`config.mk`:
```
export PLATFORM = sky130hd
export DESIGN_NAME = jtdd_dwnld_router
export DESIGN_NICKNAME = d
export VERILOG_FILES = /design/src/rtl/jtdd_dwnld_router.sv
export SDC_FILE = /design/constraint.sdc
export NUM_CORES = 1
export LEC_CHECK = 0
export CAP_MARGIN = 5
export CORE_ASPECT_RATIO = 1.75
export CORE_MARGIN = 1
export CORE_UTILIZATION = 57
export DETAILED_ROUTE_END_ITERATION = 8
export PLACE_DENSITY_LB_ADDON = 0.05
export SLEW_MARGIN = 20
export SYNTH_ARGS = -nofsm -noshare
export SYNTH_HDL_FRONTEND = slang
export SYNTH_SLANG_ARGS = --single-unit
```
`constraint.sdc`:
```
create_clock -name clk -period 6 [get_ports clk]
set_input_delay 1.2 -clock clk [delete_from_list [all_inputs] [get_ports clk]]
set_output_delay 1.2 -clock clk [all_outputs]
set_load 0.01 [all_outputs]
```
`src/rtl/jtdd_dwnld_router.sv`:
```
// ROM download router: splits the ioctl byte stream into SDRAM region writes
// (16-bit words with byte mask and ready handshake) and one-hot PROM strobes.
module jtdd_dwnld_router #(
    parameter int                     AW         = 22,
    parameter int                     NREG       = 4,
    parameter logic [NREG*AW-1:0]     BASE       = {22'h28000, 22'h18000, 22'h8000, 22'h0},
    parameter logic [NREG*AW-1:0]     OFFSET     = {22'h14000, 22'hC000, 22'h4000, 22'h0},
    parameter logic [AW-1:0]          PROM_START = 22'h38000,
    parameter int                     PROM_AW    = 8,
    parameter int                     PROM_W     = 4,
    parameter int                     HEADER     = 0
) (
    input  logic              clk,
    input  logic              rst_n,
    input  logic              downloading,
    input  logic [AW-1:0]     ioctl_addr,
    input  logic [7:0]        ioctl_data,
    input  logic              ioctl_wr,
    output logic [AW-1:0]     prog_addr,
    output logic [7:0]        prog_data,
    output logic [1:0]        prog_mask,
    output logic              prog_we,
    input  logic              prog_rdy,
    output logic [PROM_W-1:0] prom_we,
    output logic              overflow,
    output logic              done
);

    typedef struct packed {
        logic              prom;
        logic [AW-1:0]     addr;
        logic [7:0]        data;
        logic [1:0]        mask;
        logic [PROM_W-1:0] pwe;
    } ent_t;

    typedef enum logic {IDLE, REQ} state_t;

    state_t            state_q;
    ent_t              skid_q;
    logic              skid_v_q;
    logic [AW-1:0]     prog_addr_q;
    logic [7:0]        prog_data_q;
    logic [1:0]        prog_mask_q;
    logic              prog_we_q;
    logic [PROM_W-1:0] prom_we_q;
    logic              overflow_q, done_q, pend_q, dl_q;

    logic              hdr_drop;
    logic [AW-1:0]     eff, rel, chan, rbase, roff;
    ent_t              in_e, src;
    logic              in_v, free, take_skid, src_v, load_skid, lost;
    logic              skid_v_d, idle_next, fall, rise;
    logic              done_d, pend_d, overflow_d;

    generate
        if (HEADER > 0) begin : g_hdr
            assign hdr_drop = ioctl_addr < AW'(HEADER);
        end else begin : g_nohdr
            assign hdr_drop = 1'b0;
        end
    endgenerate

    // Decode the incoming byte into a ready-to-issue entry
    always_comb begin
        eff   = ioctl_addr - AW'(HEADER);
        rel   = eff - PROM_START;
        chan  = rel >> PROM_AW;
        rbase = BASE[AW-1:0];
        roff  = OFFSET[AW-1:0];
        for (int i = 1; i < NREG; i++) begin
            if (eff >= BASE[i*AW +: AW]) begin
                rbase = BASE[i*AW +: AW];
                roff  = OFFSET[i*AW +: AW];
            end
        end
        in_e      = '0;
        in_e.data = ioctl_data;
        if (eff >= PROM_START) begin
            in_e.prom = 1'b1;
            in_e.addr = AW'(rel[PROM_AW-1:0]);
            in_e.mask = 2'b11;
            in_e.pwe  = PROM_W'(1) << chan;
            in_v      = chan < AW'(PROM_W);
        end else begin
            in_e.addr = ((eff - rbase) >> 1) + roff;
            in_e.mask = eff[0] ? 2'b01 : 2'b10;
            in_v      = 1'b1;
        end
        in_v = in_v & ioctl_wr & downloading & ~hdr_drop;
    end

    // The output slot is free when idle or when the pending request is accepted;
    // a full skid always has priority over the new byte to keep ordering.
    always_comb begin
        free       = (state_q == IDLE) | prog_rdy;
        take_skid  = free & skid_v_q;
        src        = take_skid ? skid_q : in_e;
        src_v      = free & (take_skid | in_v);
        load_skid  = in_v & (free ? skid_v_q : ~skid_v_q);
        lost       = in_v & ~free & skid_v_q;
        skid_v_d   = free ? (skid_v_q & in_v) : (skid_v_q | in_v);
        idle_next  = free & (~src_v | src.prom);
        fall       = dl_q & ~downloading;
        rise       = ~dl_q & downloading;
        done_d     = (pend_q | fall) & idle_next & ~skid_v_d;
        pend_d     = ~rise & (pend_q | fall) & ~done_d;
        overflow_d = (overflow_q & ~rise) | lost;
    end

    always_ff @(posedge clk or negedge rst_n) begin
        if (!rst_n) begin
            state_q     <= IDLE;
            skid_q      <= '0;
            skid_v_q    <= 1'b0;
            prog_addr_q <= '0;
            prog_data_q <= '0;
            prog_mask_q <= 2'b11;
            prog_we_q   <= 1'b0;
            prom_we_q   <= '0;
            overflow_q  <= 1'b0;
            done_q      <= 1'b0;
            pend_q      <= 1'b0;
            dl_q        <= 1'b0;
        end else begin
            dl_q       <= downloading;
            overflow_q <= overflow_d;
            done_q     <= done_d;
            pend_q     <= pend_d;
            skid_v_q   <= skid_v_d;
            prom_we_q  <= '0;
            if (load_skid) skid_q <= in_e;
            if (free) begin
                if (src_v) begin
                    prog_addr_q <= src.addr;
                    prog_data_q <= src.data;
                    if (src.prom) begin
                        prom_we_q <= src.pwe;
                        prog_we_q <= 1'b0;
                        state_q   <= IDLE;
                    end else begin
                        prog_mask_q <= src.mask;
                        prog_we_q   <= 1'b1;
                        state_q     <= REQ;
                    end
                end else begin
                    prog_we_q <= 1'b0;
                    state_q   <= IDLE;
                end
            end
        end
    end

    assign prog_addr = prog_addr_q;
    assign prog_data = prog_data_q;
    assign prog_mask = prog_mask_q;
    assign prog_we   = prog_we_q;
    assign prom_we   = prom_we_q;
    assign overflow  = overflow_q;
    assign done      = done_q;

endmodule

```
## Yosys cells after proc, flatten, opt, wreduce, memory -nomap -nowiden

Index checks and enable logic that the tools add are counted.

- Register bits: 79
- Input port bits: 35
- Output and inout bits: 39
- Word-level logic and storage cells: 78

- $add $sub $neg: 3
- Order comparisons: 5
- Shift operators: 1
- Multiplexer cells: 20
- Bitwise operators: 32
- Reductions and logical operators: 2

Operators by type and width:

| operator | number |
|---|---|
| $ge A22 B18 Y1 const B | 2 |
| $mux W37 | 1 |
| $mux W17 | 2 |
| $mux W16 | 2 |
| $add A21 B22 Y22 | 1 |
| $ge A22 B16 Y1 const B | 1 |
| $ge A22 B17 Y1 const B | 1 |
| $mux W22 | 1 |
| $sub A22 B18 Y22 const B | 1 |
| $sub A22 B22 Y22 | 1 |
| $mux W18 | 1 |
| $and A1 B1 Y1 | 16 |
| $mux W4 | 4 |
| $mux W15 | 1 |
| $lt A14 B3 Y1 const B | 1 |
| $shl A1 B14 Y4 const A | 1 |
| $not A1 Y1 | 10 |
| $mux W1 | 6 |
| $or A1 B1 Y1 | 6 |
| $mux W2 | 2 |
| $reduce_and A3 Y1 | 1 |
| $reduce_and A2 Y1 | 1 |

## Longest topological paths before layout

Gate-level depths: netlist (run 1).

- Depth after elaboration: 14
- Mapped depth: 14
- Mapped depth without buffers: 13

## Worst setup path after synthesis (run 1)

OpenSTA, ideal clock, no wires.

- Path type: input-to-reg
- From: input ioctl_addr[8]
- To: register prog_addr_q[18] (netlist: prog_addr[18])
- Library setup time: 0.125 ns
- Arrival time: 4.424 ns
- Required time: 5.875 ns
- Slack: 1.452 ns
- Stages on the path: 14
- Path buffers: 1
- Cells stage by stage: clkbuf_1 nor4_1 and4_1 a211o_1 a21oi_1 o21ai_0 fa_1 xor2_1 ha_1 a21oi_1 a2111oi_4 xnor2_1 o21ai_1 mux2_2

- Cells in the longest elaborated chain, start to end: 8
- Elaborated cells between the ends (all ways): 22
- Those cells by class: add/sub (3); order compare (5); mux (9); bitwise (4); reduce/logical (1)

Ends and longest elaborated chain:

| item | RTL line | RTL |
|---|---|---|
| start: declaration | 16 | `input logic [AW-1:0] ioctl_addr,` |
| $ge A22 B16 Y1 / $sub A22 B18 Y22 (equally long branches) | 72, 67 |  |
| $mux W16 / $lt A14 B3 Y1 (equally long branches) | 72, 84 |  |
| $mux W17 / $mux W1 (equally long branches) | 72, 79 |  |
| $mux W18 / $and A1 B1 Y1 (equally long branches) | 72, 90 |  |
| $sub A22 B22 Y22 / $and A1 B1 Y1 (equally long branches) | 86, 90 |  |
| $add A21 B22 Y22 / $or A1 B1 Y1 (equally long branches) | 86, 99 |  |
| $mux W22 / $and A1 B1 Y1 (equally long branches) | 79, 99 |  |
| $mux W37 / $reduce_and A2 Y1 (equally long branches) | - |  |
| end signal: assignment | 135 | `prog_addr_q <= src.addr;` |
| end: declaration | 42 | `logic [AW-1:0] prog_addr_q;` |

Several ways; a longest one is shown, not always the timed one.
A chain may end at the register's enable or synchronous reset.

## Worst setup path after layout (run 1)

Ends and elaborated chain as after synthesis.

==> flow_summary.toml, run 1 <==
[place]
placed_cells_incl_taps = 552
placed_area_um2 = 4890
port-buffer-count = 73
hpwl_mm = 6.86
place_congestion = 0.933

[yosys]
ys.warnings.count = 0
synth-main-ff-cell = "dfrtp_1"
syn_inst = 418
syn-cell-area_um2 = 4120
avgSynthCellArea_um2 = 9.85
syn-num-nets = 463
async_reset_ff_share_pct = 100
synth_area_leaders = "dfrtp_1, o21ai_0, nand2_1, mux2_2, mux2i_1"
seq_area_frac_synth_pct = 48.1
synth_top_area_cell = "dfrtp_1"
synth-seq-cells = 79
synth_edf_count = 0
synth_commonest_cells = "dfrtp_1, nand2_1, o21ai_0"
synth_most_common_cell = "dfrtp_1"
ys_types = 48
synth_top_area_share_pct = 46.8

[global_route]
grt_max_degree = 80
grt_pass1_wl_mm = 15.9
antenna_found_initial = 0
grt_usage_pct = 28.5
grt_overflow = 0
grt_pass1_vias = 3383

[layout]
final_area_um2 = 5200
drive_gt1_share_pct = 11.8
area_delta_synth_final_pct = 26.4
antenna_cells = 0
n_fill_cell = 512
nets = 525
final_cells = 568

[timing]
finalMaxSlewViolations = 0
tns_ns = 0
slew_headroom_pct = 41.1
worst_pin_slew_ns = 0.878
hold_viol = 0
fin_skew_ns = 0.00832
rsz0062_at_grt = "false"
period_needed_ns = 5.12
setup_viol = 0
fmax_ghz = 0.195
fin_crit_sh_pct = 85.3

[clocking]
cts_sinks = 79
htree_num_levels = 3
cts_root_buf = "clkbuf_16"
cts_made_buffers = 9
path_clk_slew_ns = 0.06
cts_tree = "done"
cts_buffer_depth = 2
clock_latency_ns = 0.33
holdBufCountCts = 0
post_cts.repair.setup_buffers = 0
cts_resized = 0

[routing]
routed_wl_mm = 9.82
drc = 0
first_pass_iters = 4
drt_iter0_markers = 322
dr_total_vias = 3320
routedWlPerCell_um = 17.3
vias_per_cell = 5.85
postRouteAntennaNets = 0

[power]
powerDensity_nw_per_um2 = 247
p_leak_uw = 0.00222
irDropWorstVdd_uv = 328
total_power_uw = 1280

[job]
drv_cap = 0

[floorplan]
core_um2 = 6910
initial_core_util_pct = 59.6
fp.dieW_um = 66.2
core.rowCount = 40
ioPinCount = 74
die-area_um2 = 7580
die_h_um = 114

[setup_path]
worstPathRequired_ns = 6.21
cp.arrival_ns = 5.33
crit_type = "input pin to flop"
cp-start-kind = "input pin"
cp_max_fo = 9
endpoint_kind = "flop"

[min_path]
worstHoldPathType = "flop to flop"

[run_status]
status = "finished, final reports clean"
-- logic make-up (layout without fill, tap and decap cells) --
kind of cell | Yosys count | in the layout | share of synthesized area, %
DFF | 79 | 79 | 48.1
and+or+nand+nor | 129 | 129 | 14.1
adders and majority gates | 11 | 11 | 3.65
buffers and inverters | 40 | 106 | 4.04
muxes | 45 | 45 | 11.7
AOI/OAI and AO/OA | 106 | 106 | 16.7
xor gates and xnor gates | 8 | 8 | 1.70
-- layout make-up --
cell class                      count  area [µm²]  share of cell area [%]
Timing Repair Buffer               78         786                    15.1
Multi-Input combinational cell    299        2000                    38.5
Tap cell                           84         105                    2.02
Clock inverter                      2        13.8                   0.264
Sequential cell                    79        1980                    38.0
Inverter                           13        48.8                   0.938
Clock buffer                       13         270                    5.19
-- final timing paths --
kind                                from             to  slack, ns  depth (start not counted)
hold / removal              prog_mask[1]   prog_mask[1]       0.47                          2
max in group asynchronous          rst_n   prog_data[4]       4.67                          2
setup reg to reg                 prog_we   prog_mask[0]       3.60                          7
min in group asynchronous          rst_n   prog_addr[2]       0.75                          1
hold reg to reg             prog_mask[1]   prog_mask[1]       0.47                          2
setup / recovery           ioctl_addr[8]  prog_addr[18]       0.88                         13
-- power by group --
group          switching [µW]  internal [µW]  total [µW]
clock                     200            312         513
combinational            94.0            104         198
sequential               13.5            560         573
total                     308            976        1280
-- per-layer routing --
metal / vias to the layer above / share of wire [%] / track usage [%]
li1: 1584 / - / -
met1: 1626 / 39 / 33.0
met2: 82 / 53 / 48.7
met3: 28 / 4.2 / 5.88
met4: 0 / 3.7 / 14.2
met5: - / 0 / 0
-- registers in the layout, indices dropped and copies added (netlist names) --
signal	flops
prog_data	8
pend_q	1
dl_q	1
skid_q	37
done	1
overflow	1
prom_we	4
prog_addr	22
skid_v_q	1
prog_mask	2
prog_we	1
-- metrics by stage --
| step | setup WS (ns) | hold slack, ns | utilization [%] |
|---|---|---|---|
| finish | 0.879 | 0.467 | 75.4 |
| global route | 0.664 | 0.500 | 75.4 |
| CTS | 0.932 | 0.474 | 75.0 |
| detailed placement | 0.607 | 0.465 | 70.9 |
| global placement | 0.756 | 0.459 | 70.9 |
| floorplan | 1.45 | 0.449 | - |
-- worst max-delay path: stages --
cell,delay (ns)
clkdlybuf4s50_1,0.56
nor4_1,0.39
and4_1,0.42
a22o_1,0.28
o21ai_0,0.28
fa_1,0.57
xor2_1,0.17
ha_1,0.37
a21oi_1,0.13
a2111oi_4,0.35
xnor2_1,0.23
o21ai_1,0.09
mux2_2,0.26
-- cells in the final DEF, fill, tap and decap left out, drive strengths merged, types with 6 or more instances in the layout --
cell and n:
dfrtp 77, nand2 73, clkdlybuf4s50 72, o21ai 60, mux2 26, mux2i 19, a21oi 16, inv 14
nand3 13, clkbuf 13, nor2 12, o31ai 9, ha 8, buf 6
Note: power is estimated with default switching activity, not from simulation.
==> inputs of run 2 (changes only) <==
--- a/config.mk
+++ b/config.mk
@@ -8,10 +8,10 @@
 export CAP_MARGIN = 5
 export CORE_ASPECT_RATIO = 1.75
 export CORE_MARGIN = 1
-export CORE_UTILIZATION = 57
+export CORE_UTILIZATION = 59
+export CTS_BUF_LIST = sky130_fd_sc_hd__clkbuf_4 sky130_fd_sc_hd__clkbuf_8
 export DETAILED_ROUTE_END_ITERATION = 8
 export PLACE_DENSITY_LB_ADDON = 0.05
-export SLEW_MARGIN = 20
 export SYNTH_ARGS = -nofsm -noshare
 export SYNTH_HDL_FRONTEND = slang
 export SYNTH_SLANG_ARGS = --single-unit
==> run 2 against run 1 <==
Effect of this change: power down 8.7%; global-route usage rose by 0.097 points; utilization is 1.4 points higher; critical path depth grew 1; hold slack improved by 0.0031 ns; setup slack better by 0.17 ns; first-iteration DRC count up 13%; clock power fell by 20%; maximum frequency rose by 3.4%; highest routed layer unchanged; sequential share of layout area up 0.80 points; combinational power decreased by 3%.
==> flow_summary.toml, run 2 (same netlist as run 1, synthesis figures left out) <==
[place]
port-buffer-count = 73
place_congestion = 0.865
hpwl_mm = 6.53
dpl_worst_slack_ns = 0.666

[min_path]
worstHoldPathType = "flop to flop"
hp-start = "prog_mask[1]"
worst_hold_path.endpoint = "prog_mask[1]"
min_path_cells = 2

[setup_path]
crit_type = "input pin to flop"
rr_startpoint = "prog_we"
worstPathRequired_ns = 6.25
r2r_setup_slack_ns = 3.12
crit_chain = "clkdlybuf4s50_1 -> nor4_1 -> and4_1 -> a211o_1 -> a21oi_1 -> o21ai_0 -> fa_1 -> xor2_1 -> ha_1 -> a21oi_1 -> a2111oi_4 -> xnor2_1 -> o21ai_1 -> mux2_2"
slowest_delay_ns = 0.63
worst_r2r_path_depth = 6
critPathTopFamily = "compound AO/OA/AOI/OAI gates"
r2r-end = "prog_addr[18]"
cp-start-kind = "input pin"
cpMaxStageDelayCell = "clkdlybuf4s50_1"
cp.arrival_ns = 5.20
worstSetupPathDepth = 14
crit_top_cell = "a21oi_1"
endpoint_kind = "flop"
cp_max_fo = 9
cp_num_buf_inv = 1

[clocking]
cts_root_buf = "clkbuf_8"
cts_resized = 0
cts_buffer_depth = 2
path_clk_slew_ns = 0.09
holdBufCountCts = 0
cts_sinks = 79
htree_num_levels = 3
post_cts.repair.setup_buffers = 0
clock_latency_ns = 0.36
cts_tree = "done"
cts_made_buffers = 9

[power]
powerDensity_nw_per_um2 = 230
irDropWorstVdd_uv = 169
p_leak_uw = 0.00217
total_power_uw = 1170

[layout]
area_delta_synth_final_pct = 23.8
largest_reg_flops = 37
layout_common_cells = "dfrtp_1, nand2_1, clkdlybuf4s50_1"
layout_commonest_cell = "dfrtp_1"
top_register = "skid_q"
antenna_cells = 0
drive_gt1_share_pct = 12.0
nets = 524

[timing]
tns_ns = 0
worst_pin_slew_ns = 1.13
hold_viol = 0
setup_viol = 0
period_needed_ns = 4.95
fin_crit_sh_pct = 82.5
hold-worst-slack_ns = 0.471
rsz0062_at_grt = "false"
finalMaxSlewViolations = 0
slew_headroom_pct = 24.6
fin_skew_ns = 0.00761
setup_slack_ns = 1.05
fmax_ghz = 0.202

[global_route]
grt_pass1_vias = 3375
grt_overflow = 0
grt_max_degree = 80
grt_usage_pct = 28.6
grt_pass1_wl_mm = 15.8
antenna_found_initial = 0

[routing]
vias_per_cell = 5.76
dr_total_vias = 3260
routedWlPerCell_um = 16.5
postRouteAntennaNets = 0
drt_iter0_markers = 365
first_pass_iters = 4
drc = 0
routed_wl_mm = 9.33

[run_status]
status = "finished, final reports clean"

[floorplan]
initial_core_util_pct = 62.0
core_um2 = 6640
die_h_um = 112
ioPinCount = 74
core.rowCount = 39
fp.dieW_um = 65.1
die-area_um2 = 7330

[job]
drv_cap = 0
[run 2: cell type report]
| cell class | instances | area, µm² |
|---|---|---|
| fill | 489 | 1540 |
| inverter | 13 | 48.8 |
| clock buffer | 9 | 124 |
| timing repair buffer | 77 | 758 |
| sequential | 79 | 1980 |
| multi-input combinational | 299 | 2000 |
| clock inverter | 7 | 82.6 |
| tap | 82 | 103 |
[run 2: how the worst max path moves through the flow]
stage	from	end
6_report	ioctl_addr[8]	prog_addr[18]
4_1_cts	ioctl_addr[8]	prog_addr[18]
3_5_place_dp	ioctl_addr[8]	prog_addr[18]
2_1_floorplan	ioctl_addr[8]	prog_addr[18]
5_1_grt	ioctl_addr[8]	prog_addr[21]
3_3_place_gp	ioctl_addr[8]	prog_addr[20]
[run 2: power breakdown]
part	switching (µW)	total, µW	internal [µW]
sequential	13.1	572	559
clock	211	408	197
combinational	91.2	193	102
total	315	1170	857
[run 2: through the flow]
stage               instances  util (%)  instance area (µm²)
finish                    566      76.8                 5100
global route              566      76.8                 5100
CTS                       566      76.8                 5100
detailed placement        550      73.7                 4890
global placement          550      73.7                 4890
floorplan                 418         -                 4120
[run 2: worst register-to-register path, delay by kind of cell (launching register included)]
family	cells	cell delay [ns]
buf+inv	2	0.64
mux	1	0.38
fa+ha+maj	1	0.25
simple gates	1	0.21
compound gates	1	0.96
flops	1	0.34
[run 2: layer usage]
layer	part of all wire, %	global-route usage, %	wire (µm)	up-vias
li1	-	-	-	1587
met1	40	32.6	3700	1573
met2	54	50.2	5020	81
met3	3.8	5.28	351	19
met4	2.8	13.5	257	0
met5	0	0	0	-
